==> src/rtl/mem_port_arbiter_pkg.sv <==
// Shared types for the fetch/data memory port arbiter: FSM states, grant
// encoding and the byte-strobe width helper.
package mem_arb_pkg;

    typedef enum logic [1:0] {
        IDLE,
        ACCESS,
        RESP
    } state_e;

    typedef enum logic {
        GNT_I,
        GNT_D
    } grant_e;

    localparam int BYTE_BITS = 8;

    function automatic int strb_width(input int data_width);
        return data_width / BYTE_BITS;
    endfunction

endpackage

==> src/rtl/mem_port_arbiter_if.sv <==
// Fetch port, data port and memory-side signals of the arbiter.
// slave = arbiter side, master = requesters plus memory.
interface mem_port_arbiter_if
    import mem_arb_pkg::*;
#(
    parameter int ADDR_WIDTH = 32,
    parameter int DATA_WIDTH = 32,
    parameter int STRB_WIDTH = strb_width(DATA_WIDTH)
) ();

    logic                  i_valid;
    logic [ADDR_WIDTH-1:0] i_addr;
    logic                  i_ready;
    logic [DATA_WIDTH-1:0] i_rdata;
    logic                  i_err;

    logic                  d_valid;
    logic [ADDR_WIDTH-1:0] d_addr;
    logic [DATA_WIDTH-1:0] d_wdata;
    logic [STRB_WIDTH-1:0] d_wstrb;
    logic                  d_ready;
    logic [DATA_WIDTH-1:0] d_rdata;
    logic                  d_err;

    logic [ADDR_WIDTH-1:0] mem_addr;
    logic [DATA_WIDTH-1:0] mem_wdata;
    logic [STRB_WIDTH-1:0] mem_wstrb;
    logic                  mem_instr;
    logic [DATA_WIDTH-1:0] mem_rdata;

    modport slave (
        input  i_valid, i_addr,
        output i_ready, i_rdata, i_err,
        input  d_valid, d_addr, d_wdata, d_wstrb,
        output d_ready, d_rdata, d_err,
        output mem_addr, mem_wdata, mem_wstrb, mem_instr,
        input  mem_rdata
    );

    modport master (
        output i_valid, i_addr,
        input  i_ready, i_rdata, i_err,
        output d_valid, d_addr, d_wdata, d_wstrb,
        input  d_ready, d_rdata, d_err,
        input  mem_addr, mem_wdata, mem_wstrb, mem_instr,
        output mem_rdata
    );

endinterface

==> src/rtl/mem_port_arbiter_rr_arbiter2.sv <==
// Two-way round-robin arbiter: a tie goes to the port opposite last_grant.
module rr_arbiter2
    import mem_arb_pkg::*;
(
    input  logic   req_i,
    input  logic   req_d,
    input  logic   en,
    input  grant_e last_grant,
    output grant_e gnt,
    output logic   gnt_valid
);

    always_comb begin
        // NOTE: every output gets a default first so no path leaves it unassigned (no latch).
        gnt       = GNT_I;
        gnt_valid = en & (req_i | req_d);
        if (req_i && req_d) begin
            gnt = (last_grant == GNT_D) ? GNT_I : GNT_D;
        end else if (req_d) begin
            gnt = GNT_D;
        end
    end

endmodule

==> src/rtl/mem_port_arbiter.sv <==
// Serialises fetch and data accesses onto one synchronous memory port
// (IDLE -> ACCESS -> RESP), blocking out-of-range addresses with an error.
module mem_port_arbiter
    import mem_arb_pkg::*;
#(
    parameter int              ADDR_WIDTH = 32,
    parameter int              DATA_WIDTH = 32,
    parameter longint unsigned MEM_BYTES  = 64'd67108864
) (
    input logic               clk,
    input logic               resetn,
    mem_port_arbiter_if.slave bus
);

    localparam int STRB_WIDTH = strb_width(DATA_WIDTH);
    localparam logic [ADDR_WIDTH:0] MEM_LIMIT = MEM_BYTES[ADDR_WIDTH:0];

    state_e                state_q, state_d;
    grant_e                last_grant_q, last_grant_d;
    grant_e                gnt_q, gnt_d;
    logic                  err_q, err_d;
    logic [ADDR_WIDTH-1:0] mem_addr_q, mem_addr_d;
    logic [DATA_WIDTH-1:0] mem_wdata_q, mem_wdata_d;
    logic [STRB_WIDTH-1:0] mem_wstrb_q, mem_wstrb_d;
    logic                  mem_instr_q, mem_instr_d;
    logic                  i_ready_q, i_ready_d, d_ready_q, d_ready_d;
    logic                  i_err_q, i_err_d, d_err_q, d_err_d;
    logic [DATA_WIDTH-1:0] i_rdata_q, i_rdata_d, d_rdata_q, d_rdata_d;

    grant_e                arb_gnt;
    logic                  arb_valid;
    logic [ADDR_WIDTH-1:0] req_addr;
    logic                  req_oor;
    logic [DATA_WIDTH-1:0] resp_data;

    rr_arbiter2 u_rr_arbiter2 (
        .req_i      (bus.i_valid),
        .req_d      (bus.d_valid),
        .en         (state_q == IDLE),
        .last_grant (last_grant_q),
        .gnt        (arb_gnt),
        .gnt_valid  (arb_valid)
    );

    always_comb begin
        state_d      = state_q;
        last_grant_d = last_grant_q;
        gnt_d        = gnt_q;
        err_d        = err_q;
        mem_addr_d   = mem_addr_q;
        mem_wdata_d  = mem_wdata_q;
        mem_wstrb_d  = mem_wstrb_q;
        mem_instr_d  = mem_instr_q;
        // Responses are single-cycle pulses, so they fall back to zero by default.
        i_ready_d    = 1'b0;
        d_ready_d    = 1'b0;
        i_err_d      = 1'b0;
        d_err_d      = 1'b0;
        i_rdata_d    = '0;
        d_rdata_d    = '0;

        req_addr  = (arb_gnt == GNT_I) ? bus.i_addr : bus.d_addr;
        req_oor   = ({1'b0, req_addr} >= MEM_LIMIT);
        resp_data = err_q ? '0 : bus.mem_rdata;

        unique case (state_q)
            IDLE: begin
                if (arb_valid) begin
                    state_d      = ACCESS;
                    gnt_d        = arb_gnt;
                    last_grant_d = arb_gnt;
                    err_d        = req_oor;
                    mem_addr_d   = req_addr;
                    mem_instr_d  = (arb_gnt == GNT_I);
                    mem_wstrb_d  = '0;
                    if (arb_gnt == GNT_D) begin
                        mem_wdata_d = bus.d_wdata;
                        mem_wstrb_d = req_oor ? '0 : bus.d_wstrb;
                    end
                end
            end
            ACCESS: begin
                // The memory samples the write at this closing edge; drop strobes right after.
                mem_wstrb_d = '0;
                state_d     = RESP;
            end
            RESP: begin
                if (gnt_q == GNT_I) begin
                    i_ready_d = 1'b1;
                    i_rdata_d = resp_data;
                    i_err_d   = err_q;
                end else begin
                    d_ready_d = 1'b1;
                    d_rdata_d = resp_data;
                    d_err_d   = err_q;
                end
                mem_instr_d = 1'b0;
                state_d     = IDLE;
            end
            default: state_d = IDLE;
        endcase
    end

    // NOTE: sequential state uses non-blocking assignments so all flops update together.
    always_ff @(posedge clk or negedge resetn) begin
        if (!resetn) begin
            state_q      <= IDLE;
            last_grant_q <= GNT_D;
            gnt_q        <= GNT_I;
            err_q        <= 1'b0;
            mem_addr_q   <= '0;
            mem_wdata_q  <= '0;
            mem_wstrb_q  <= '0;
            mem_instr_q  <= 1'b0;
            i_ready_q    <= 1'b0;
            d_ready_q    <= 1'b0;
            i_err_q      <= 1'b0;
            d_err_q      <= 1'b0;
            i_rdata_q    <= '0;
            d_rdata_q    <= '0;
        end else begin
            state_q      <= state_d;
            last_grant_q <= last_grant_d;
            gnt_q        <= gnt_d;
            err_q        <= err_d;
            mem_addr_q   <= mem_addr_d;
            mem_wdata_q  <= mem_wdata_d;
            mem_wstrb_q  <= mem_wstrb_d;
            mem_instr_q  <= mem_instr_d;
            i_ready_q    <= i_ready_d;
            d_ready_q    <= d_ready_d;
            i_err_q      <= i_err_d;
            d_err_q      <= d_err_d;
            i_rdata_q    <= i_rdata_d;
            d_rdata_q    <= d_rdata_d;
        end
    end

    assign bus.i_ready   = i_ready_q;
    assign bus.i_rdata   = i_rdata_q;
    assign bus.i_err     = i_err_q;
    assign bus.d_ready   = d_ready_q;
    assign bus.d_rdata   = d_rdata_q;
    assign bus.d_err     = d_err_q;
    assign bus.mem_addr  = mem_addr_q;
    assign bus.mem_wdata = mem_wdata_q;
    assign bus.mem_wstrb = mem_wstrb_q;
    assign bus.mem_instr = mem_instr_q;

endmodule

==> src/flat_wrapper.sv <==
// flat-port wrapper written by rule: the top's interface ports become plain ports
module mem_port_arbiter_flat import mem_arb_pkg::*;
#(
    parameter int              ADDR_WIDTH = 32,
    parameter int              DATA_WIDTH = 32,
    parameter longint unsigned MEM_BYTES  = 64'd67108864
)
  (clk, resetn, bus_i_valid, bus_i_addr, bus_i_ready, bus_i_rdata, bus_i_err, bus_d_valid, bus_d_addr, bus_d_wdata, bus_d_wstrb, bus_d_ready, bus_d_rdata, bus_d_err, bus_mem_addr, bus_mem_wdata, bus_mem_wstrb, bus_mem_instr, bus_mem_rdata);
  mem_port_arbiter_if #(.ADDR_WIDTH(ADDR_WIDTH), .DATA_WIDTH(DATA_WIDTH)) bus_i ();
  input logic clk;
  input logic resetn;
  input wire logic [$bits(bus_i.i_valid)-1:0] bus_i_valid;
  input wire logic [$bits(bus_i.i_addr)-1:0] bus_i_addr;
  output wire logic [$bits(bus_i.i_ready)-1:0] bus_i_ready;
  output wire logic [$bits(bus_i.i_rdata)-1:0] bus_i_rdata;
  output wire logic [$bits(bus_i.i_err)-1:0] bus_i_err;
  input wire logic [$bits(bus_i.d_valid)-1:0] bus_d_valid;
  input wire logic [$bits(bus_i.d_addr)-1:0] bus_d_addr;
  input wire logic [$bits(bus_i.d_wdata)-1:0] bus_d_wdata;
  input wire logic [$bits(bus_i.d_wstrb)-1:0] bus_d_wstrb;
  output wire logic [$bits(bus_i.d_ready)-1:0] bus_d_ready;
  output wire logic [$bits(bus_i.d_rdata)-1:0] bus_d_rdata;
  output wire logic [$bits(bus_i.d_err)-1:0] bus_d_err;
  output wire logic [$bits(bus_i.mem_addr)-1:0] bus_mem_addr;
  output wire logic [$bits(bus_i.mem_wdata)-1:0] bus_mem_wdata;
  output wire logic [$bits(bus_i.mem_wstrb)-1:0] bus_mem_wstrb;
  output wire logic [$bits(bus_i.mem_instr)-1:0] bus_mem_instr;
  input wire logic [$bits(bus_i.mem_rdata)-1:0] bus_mem_rdata;
  assign bus_i.i_valid = bus_i_valid;
  assign bus_i.i_addr = bus_i_addr;
  assign bus_i_ready = bus_i.i_ready;
  assign bus_i_rdata = bus_i.i_rdata;
  assign bus_i_err = bus_i.i_err;
  assign bus_i.d_valid = bus_d_valid;
  assign bus_i.d_addr = bus_d_addr;
  assign bus_i.d_wdata = bus_d_wdata;
  assign bus_i.d_wstrb = bus_d_wstrb;
  assign bus_d_ready = bus_i.d_ready;
  assign bus_d_rdata = bus_i.d_rdata;
  assign bus_d_err = bus_i.d_err;
  assign bus_mem_addr = bus_i.mem_addr;
  assign bus_mem_wdata = bus_i.mem_wdata;
  assign bus_mem_wstrb = bus_i.mem_wstrb;
  assign bus_mem_instr = bus_i.mem_instr;
  assign bus_i.mem_rdata = bus_mem_rdata;
  mem_port_arbiter #(.ADDR_WIDTH(ADDR_WIDTH), .DATA_WIDTH(DATA_WIDTH), .MEM_BYTES(MEM_BYTES)) u_core (.clk(clk), .resetn(resetn), .bus(bus_i));
endmodule
==> config.mk <==
export PLATFORM = sky130hd
export DESIGN_NAME = mem_port_arbiter_flat
export DESIGN_NICKNAME = d
export VERILOG_FILES = /design/src/rtl/mem_port_arbiter_pkg.sv /design/src/rtl/mem_port_arbiter_if.sv /design/src/rtl/mem_port_arbiter_rr_arbiter2.sv /design/src/rtl/mem_port_arbiter.sv /design/src/flat_wrapper.sv
export SDC_FILE = /design/constraint.sdc
export NUM_CORES = 1
export LEC_CHECK = 0
export ABC_AREA = 1
export CORE_MARGIN = 2
export CORE_UTILIZATION = 40
export CTS_BUF_LIST = sky130_fd_sc_hd__clkbuf_16
export DETAILED_ROUTE_END_ITERATION = 8
export GPL_ROUTABILITY_DRIVEN = 0
export GPL_TIMING_DRIVEN = 0
export PLACE_DENSITY = 0.8
export SLEW_MARGIN = 5
export SYNTH_ARGS = -nofsm -noshare
export SYNTH_HDL_FRONTEND = slang
export SYNTH_HIERARCHICAL = 1
export SYNTH_SLANG_ARGS = --single-unit
export TNS_END_PERCENT = 100
==> constraint.sdc <==
create_clock -name clk -period 1.9 [get_ports clk]
set_input_delay 0.285 -clock clk [delete_from_list [all_inputs] [get_ports clk]]
set_output_delay 0.285 -clock clk [all_outputs]
set_load 0.01 [all_outputs]
# --- Yosys cells after proc, flatten, opt, wreduce, memory -nomap -nowiden ---
# Cells that the tools add are included.
totals:
  word_cells: 54
  ff_bits: 142
  output_inout_bits: 137
classes:
  n_mux: 25
  bitwise: 3
  n_lt_le_gt_ge: 1
  n_eq_ne: 3
  reduce_logical: 8
op_table:
  columns: ["operator", "count"]
  rows:
  - ["32-bit 2-to-1 mux", 6]
  - ["32-bit by 27-bit >= comparator with 1-bit output (second input constant)", 1]
  - ["1-bit 2-to-1 mux", 12]
  - ["4-bit 2-to-1 mux", 3]
  - ["4-bit case mux with 2 select lines", 1]
  - ["2-bit AND reduction", 3]
  - ["2-bit case mux with 2 select lines", 1]
  - ["2-bit nonzero test", 2]
  - ["3-bit AND reduction", 1]
  - ["2-bit by 1-bit equality test with 1-bit output (second input constant)", 1]
  - ["2-bit equality test (second input constant)", 1]
  - ["2-bit zero test", 1]
  - ["2-bit 2-to-1 mux", 1]
  - ["2-bit by 1-bit != test with 1-bit output (second input constant)", 1]
  - ["1-bit case mux with 2 select lines", 1]
  - ["1-bit AND", 1]
  - ["1-bit logical AND", 1]
  - ["1-bit NOT", 1]
  - ["1-bit bitwise OR", 1]

# --- Longest topological paths before layout ---
# Gate-level depths: netlist of run 1.
depth:
  word_depth: 8
  ltp_mapped: 10
  depth_no_buf: 9

# --- Modules after synthesis ---
# Netlist of run 1, hierarchy kept.
by_module_without_submodules:
  columns: ["module", "seq_area_each_um2", "instances", "cells_per_inst", "area_each_um2"]
  rows:
  - ["mem_port_arbiter", 3554.7, 1, 570, 5440.2]
  - ["rr_arbiter2", 0.0, 1, 5, 23.8]

# --- Worst setup path before layout of run 1 ---
# No wires, ideal clock.
synth_timing:
  kind: "reg-to-reg"
  start: "register u_core.state_q[0]"
  end: "register u_core.mem_wdata_q[10] (netlist: u_core/bus.mem_wdata[10])"
  path_slack_ns: 0.521
  required_ns: 1.784
  path_buffers: 2
  period_less_slack_ns: 1.379
  t_arrival_ns: 1.263
  path_stages_with_launch: 9
  cell_sequence: "dfrtp_1 > nor2_4 > inv_1 > nor2_1 > nand3_2 > buf_6 > buf_2 > nand2_1 > nand2_1"
synth_between:
  elab_chain_cells: 3
synth_lines:
  columns: ["item", "line_no", "source"]
  rows:
  - ["start, declared", "mem_port_arbiter.sv:18", "state_e state_q, state_d;"]
  - ["start signal, assigned", "mem_port_arbiter.sv:122", "state_q <= state_d;"]
  - ["2-bit zero test", "mem_port_arbiter.sv:39", ".en (state_q == IDLE),"]
  - ["1-bit AND", "mem_port_arbiter_rr_arbiter2.sv:16", "gnt_valid = en & (req_i | req_d);"]
  - ["named net u_core.arb_valid", "mem_port_arbiter.sv:31", "logic arb_valid;"]
  - ["3-bit AND reduction (no source line)", null, null]
  - ["end signal, assigned", "mem_port_arbiter.sv:127", "mem_wdata_q <= mem_wdata_d;"]
  - ["end, declared", "mem_port_arbiter.sv:23", "logic [DATA_WIDTH-1:0] mem_wdata_q, mem_wdata_d;"]
# The timed path passes the listed nets, and every way through them passes these cells.
# A chain may end at the register's enable or synchronous reset.

# --- Worst setup path in the final report of run 1 ---
layout_timing:
  start: "register u_core.mem_wdata_q[21] (netlist: u_core/bus.mem_wdata[21])"
  end: "output bus_mem_wdata[21]"
layout_lines:
  columns: ["item", "line_no", "source"]
  rows:
  - ["end, declared", "flat_wrapper.sv:25", "output wire logic [$bits(bus_i.mem_wdata)-1:0] bus_mem_wdata;"]
# No word-level cell between the ends.

==> flow_metrics.env, run 1 <==
export IMPL_status="finished clean"
export IMPL_drv_cap=0
export IMPL_fin_ws_ns=0.276
export IMPL_seq_area_frac_synth_pct=65.1
export IMPL_slew_headroom_pct=67.6
export IMPL_io_pins=273
export IMPL_critical_path_buf_inv_count=1
export IMPL_antennaDiodeCount=0
export IMPL_cts_sinks=142
export IMPL_worst_setup_path_type="flop to primary output"
export IMPL_core_um2=13300
export IMPL_postRouteWirelength_um=15600
export IMPL_yosys_top_cells_area="dfrtp_1, nand2_1, nor2_1"
export IMPL_synth_distinct_cells=23
export IMPL_ant_nets=0
export IMPL_p_int_w=0.00837
export IMPL_post_route_drc_count=0
export IMPL_grt_pass1_wl_um=24500
export IMPL_nets=1004
export IMPL_leakage_nw=4.22
export IMPL_synthArstFlopShare_pct=100
export IMPL_setup_violations=0
export IMPL_cp_end_kind="primary output"
export IMPL_comb_power_share_pct=38.4
export IMPL_fp_dieW_um=121
export IMPL_row_count=42
export IMPL_finClkSkew_ns=0.00809
export IMPL_clockPowerShare_pct=27.1
export IMPL_dr_pass1_iters=4
export IMPL_slew_viol_final=0
export IMPL_holdWs_ns=0.400
export IMPL_clk_pin_slew_worst_paths_ns=0.06
export IMPL_yosys_register_bits=142
export IMPL_cts_buffers_inserted=17
export IMPL_finalPower_w=0.0126
export IMPL_drtIter0Drc=257
export IMPL_rsz0062_at_grt="false"
export IMPL_cts_root_buf="clkbuf_16"
export IMPL_max_stage_delay_ns=0.58
export IMPL_overflow=0
export IMPL_die_y_um=121
export IMPL_synth_nets=711
export IMPL_ys_dominant_reg_cell="dfrtp_1"
export IMPL_synth_top_area_share_pct=64.6
export IMPL_syn_avg_cell_area_um2=9.50
export IMPL_area_growth_pct=65.8
export IMPL_worst_pin_slew_ns=0.486
export IMPL_cts_repair_resized=0
export IMPL_vias=4838
export IMPL_hold_violations=0
export IMPL_synth_common_cells="nand2_1, dfrtp_1, nor2_1"
export IMPL_crit_required_ns=1.62
export IMPL_routed_via_density=4.58
export IMPL_drive_gt1_share_pct=10.8
export IMPL_post_drt_wl_per_cell_um=14.8
export IMPL_antenna_found_initial=0
export IMPL_cts_tree="built"
export IMPL_cp_start_kind="flop"
export IMPL_yosysWarnings=6
export IMPL_yosys_area_top_type="dfrtp_1"
export IMPL_path_max_fanout=2
export IMPL_grt_pass1_vias=4818
export IMPL_pre_cts_ws_ns=0.0219
export IMPL_syn_inst=575
export IMPL_crit_chain="clkdlybuf4s50_1"
export IMPL_cellPowerDensity_nw_per_um2=1390
export IMPL_grt_max_degree=94
export IMPL_utilization_pct=68.1
export IMPL_die_area_um2=14600
export IMPL_synth_edf_count=0
export IMPL_clock_path_buffers=2
export IMPL_hold_buffers=1
export IMPL_htreeDepth=4
export IMPL_clock_latency_ns=0.41
export IMPL_p_sw_share_pct=33.4
export IMPL_finalSetupTns_ns=0
export IMPL_io_buffers=272
export IMPL_grt_total_usage_pct=21.8
export IMPL_crit_slowest_cell="clkdlybuf4s50_1"
export IMPL_crit_arrival_ns=1.34
export IMPL_cts_setup_buffers=0
export IMPL_ir_drop_v=0.00107
export IMPL_fillers=1062
export IMPL_syn_area_um2=5460
export IMPL_finalCritPeriodShare_pct=85.5
export IMPL_dp_hpwl_um=11600
export IMPL_critPathTopFamily="buffers and inverters"
export IMPL_p_seq_share_pct=34.5
export IMPL_hold_path_class="primary input to asynchronous set/reset pin"
export IMPL_yosysMostFrequentCell="nand2_1"
export IMPL_start_util_pct=41.1
export IMPL_p_switching_w=0.00419
export IMPL_fin_crit_ns=1.62
export IMPL_timing_fmax_mhz=616
==> routing by layer <==
| metal | global-route usage, % | share of wire [%] |
|---|---|---|
| met3 | 6.02 | 7.7 |
| met2 | 36.4 | 49 |
| met1 | 26.1 | 40 |
| met5 | 0 | 0 |
| met4 | 9.88 | 3.3 |
==> power by group through the flow <==
stage | clock, W | sequential, W | combinational (W)
floorplan | 0 | 0.00475 | 0.00186
global placement | 0 | 0.00436 | 0.00476
detailed placement | 0 | 0.00438 | 0.00485
CTS | 0.00347 | 0.00434 | 0.00488
global route | 0.00361 | 0.00444 | 0.00524
finish | 0.00340 | 0.00433 | 0.00482
==> layout by cell type (no fill, tap or decap), drive strengths merged <==
cell type | Yosys | layout
a21oi | 2 | 2
clkinvlp | 0 | 1
dfrtp | 141 | 141
clkinv | 1 | 9
nand3 | 6 | 6
o21ai | 6 | 6
buf | 26 | 28
inv | 21 | 24
bufinv | 0 | 3
dfstp | 1 | 1
a31oi | 28 | 28
dlygate4sd3 | 0 | 1
nand2 | 230 | 230
clkdlybuf4s50 | 0 | 271
clkbuf | 4 | 21
nor2 | 109 | 109
==> final timing paths <==
check,endpoint,slack (ns),from,cells past startpoint
max,bus_mem_wdata[21],0.28,u_core/bus.mem_wdata[21],1
min,u_core/bus.d_rdata[6],0.40,resetn,2
max reg2reg,u_core/bus.mem_wdata[25],0.35,u_core/state_q[0],8
min reg2reg,u_core/bus.i_ready,0.46,u_core/gnt_q,1
max in group asynchronous,u_core/bus.mem_wdata[25],0.69,resetn,3
min in group clk,u_core/bus.mem_wdata[7],0.41,bus_d_wdata[7],3
==> stage by stage <==
stage	instance area (um2)	instances
2_1_floorplan	5460	575
3_3_place_gp	8410	1023
3_5_place_dp	8440	1024
4_1_cts	9060	1057
5_1_grt	9060	1057
6_report	9060	1057
==> flip-flops by register name, indices dropped and copies added (netlist names) <==
signal / count
u_core/bus.i_err: 1
u_core/err_q: 1
u_core/bus.mem_instr: 1
u_core/gnt_q: 1
u_core/last_grant_q: 1
u_core/bus.mem_wstrb: 4
u_core/bus.i_ready: 1
u_core/state_q: 2
u_core/bus.d_rdata: 32
u_core/bus.i_rdata: 32
u_core/bus.d_err: 1
u_core/bus.mem_wdata: 32
u_core/bus.mem_addr: 32
u_core/bus.d_ready: 1
==> cells by family after synthesis <==
group,count (synthesis),share of synthesized area [%]
buffers and inverters,52,5.54
and+or+nand+nor,345,25.4
AOI/OAI and AO/OA,36,4.01
DFF,142,65.1
==> area by class of cell <==
class	instances	area, um2	area share (%)
plain buffers	30	218	2.40
clock buffers	17	425	4.70
clock inverters	15	186	2.06
inverters	22	85.1	0.939
multi-input cells	381	1610	17.7
flip-flops and latches	142	3550	39.2
well taps	176	220	2.43
repair buffers	274	2760	30.5
No activity file was read; power rests on OpenSTA's default activity.
==> inputs of run 2 (changes only) <==
CAP_MARGIN = 5   (was not set)
==> results of run 2 <==
The final DEF is identical to that of run 1; final timing and power are the same.
==> inputs of run 3 (changes only) <==
CORE_UTILIZATION = 50   (was 40)
DONT_BUFFER_PORTS = 1   (was not set)
PLACE_DENSITY = 0.72   (was 0.8)
SKIP_LAST_GASP = 1   (was not set)
==> flow_metrics.env, run 3 (synthesis results as in run 1) <==
export IMPL_holdWs_ns=-0.429
export IMPL_hold_path_class="primary input to asynchronous set/reset pin"
export IMPL_dr_pass1_iters=4
export IMPL_die_area_um2=11800
export IMPL_slew_headroom_pct=67.8
export IMPL_crit_required_ns=2.19
export IMPL_nets=763
export IMPL_cts_tree="built"
export IMPL_ant_nets=0
export IMPL_cp_end_kind="flop"
export IMPL_fin_crit_ns=1.58
export IMPL_clock_path_buffers=2
export IMPL_startpoint="u_core/state_q[0]"
export IMPL_leakage_nw=3.29
export IMPL_setup_violations=0
export IMPL_crit_arrival_ns=1.87
export IMPL_antennaDiodeCount=0
export IMPL_crit_chain="nor2_4 -> inv_1 -> nor2_1 -> nand3_2 -> buf_6 -> buf_2 -> nand2_1 -> nand2_1"
export IMPL_io_buffers=0
export IMPL_final_cell_mix="nand2_1, dfrtp_1, nor2_1, dlygate4sd3_1, a31oi_1"
export IMPL_worst_setup_path_type="flop to flop"
export IMPL_worst_pin_slew_ns=0.483
export IMPL_clock_latency_ns=0.41
export IMPL_vias=4158
export IMPL_r2r_start="u_core/state_q[0]"
export IMPL_rsz0062_at_grt="false"
export IMPL_dp_hpwl_um=9410
export IMPL_worstRegToRegCells=8
export IMPL_critPathTopFamily="simple AND/OR/NAND/NOR gates"
export IMPL_routed_via_density=5.33
export IMPL_grt_pass1_wl_um=21700
export IMPL_post_drt_wl_per_cell_um=17.8
export IMPL_finalPower_w=0.0107
export IMPL_finalSetupTns_ns=0
export IMPL_die_y_um=109
export IMPL_hold_violations=142
export IMPL_drive_gt1_share_pct=14.5
export IMPL_row_count=38
export IMPL_finalCritPeriodShare_pct=83.3
export IMPL_cts_buffers_inserted=17
export IMPL_path_common_cell="nand2_1"
export IMPL_cp_num_cells=8
export IMPL_drtIter0Drc=406
export IMPL_drv_cap=0
export IMPL_cp_endpoint="u_core/bus.mem_wdata[17]"
export IMPL_timing_fmax_mhz=632
export IMPL_postRouteWirelength_um=13900
export IMPL_max_stage_delay_ns=0.41
export IMPL_post_route_drc_count=0
export IMPL_grt_max_degree=143
export IMPL_grt_pass1_vias=4254
export IMPL_cts_repair_resized=0
export IMPL_area_growth_pct=20.0
export IMPL_slew_viol_final=0
export IMPL_io_pins=273
export IMPL_cellPowerDensity_nw_per_um2=1620
export IMPL_cp_start_kind="flop"
export IMPL_layout_commonest_cell="nand2_1"
export IMPL_start_util_pct=50.9
export IMPL_status="finished with violations"
export IMPL_critical_path_buf_inv_count=3
export IMPL_finClkSkew_ns=0.0122
export IMPL_htreeDepth=4
export IMPL_cts_root_buf="clkbuf_16"
export IMPL_crit_slowest_cell="dfrtp_1"
export IMPL_grt_total_usage_pct=24.2
export IMPL_fp_dieW_um=109
export IMPL_path_max_fanout=10
export IMPL_core_um2=10700
export IMPL_r2r_end="u_core/bus.mem_wdata[17]"
export IMPL_reg2reg_slack_ns=0.32
export IMPL_cts_sinks=142
export IMPL_clk_pin_slew_worst_paths_ns=0.06
export IMPL_overflow=0
export IMPL_antenna_found_initial=0
export IMPL_fillers=863
export IMPL_violations="hold timing"
export IMPL_ir_drop_v=0.000758
## run 3: worst min path at each step
stage            from                     to  slack, ns  cells past startpoint
6_report       resetn  u_core/bus.i_rdata[7]      -0.43                      0
5_1_grt        resetn  u_core/bus.i_rdata[7]      -0.46                      0
4_1_cts        resetn  u_core/bus.i_rdata[7]      -0.45                      0
3_5_place_dp   resetn  u_core/bus.i_rdata[7]     -0.008                      0
3_3_place_gp   resetn  u_core/bus.i_rdata[4]     -0.008                      0
2_1_floorplan  resetn       u_core/bus.d_err      -0.01                      0
## run 3: final cells by class
type | instances | area [um2] | area share, %
clock buffer | 17 | 425 | 6.49
clock inverter | 15 | 163 | 2.48
inverter | 22 | 85.1 | 1.30
sequential | 142 | 3550 | 54.2
buffer | 30 | 218 | 3.32
multi-input combinational | 381 | 1610 | 24.5
tap | 140 | 175 | 2.67
timing repair buffer | 33 | 330 | 5.04
## run 3: report_power, final
part	leakage (nW)	internal (W)	total, W	switching (W)
Clock	0.280	0.00195	0.00327	0.00132
Sequential	1.83	0.00391	0.00493	0.00103
Combinational	1.18	0.000875	0.00245	0.00157
Total	3.29	0.00674	0.0107	0.00392
## run 3: repair_timing
item,in CTS,in global routing
hold endpoints to repair,174,143
buffers inserted,0,0
endpoints found under the setup margin,0,0
hold buffers,32,1
## run 3: routing by layer
metal  GRT usage [%]  share of wire (%)  up-vias  wire, um
li1                -                  -     1881         -
met1            26.5                 36     2006      5000
met2            39.7                 50      221      6920
met3            9.58                 10       50      1420
met4            14.1                4.1        0       568
met5               0                  0        -         0
## run 3: through the flow
step	instance area [um2]	util, %	setup WS, ns	std cells	hold slack (ns)
2_1_floorplan	5460	-	0.521	575	-0.0106
3_3_place_gp	5640	52.5	0.394	715	-0.00822
3_5_place_dp	5640	52.5	0.376	715	-0.00848
4_1_cts	6550	60.9	0.352	779	-0.449
5_1_grt	6560	61.0	0.217	780	-0.458
6_report	6560	61.0	0.318	780	-0.429
## run 3: worst reg2reg max path: stages (launching register included)
cell	delay [ns]
dfrtp_1	0.41
nor2_4	0.15
inv_1	0.05
nor2_1	0.19
nand3_2	0.14
buf_6	0.17
buf_2	0.19
nand2_1	0.11
nand2_1	0.07
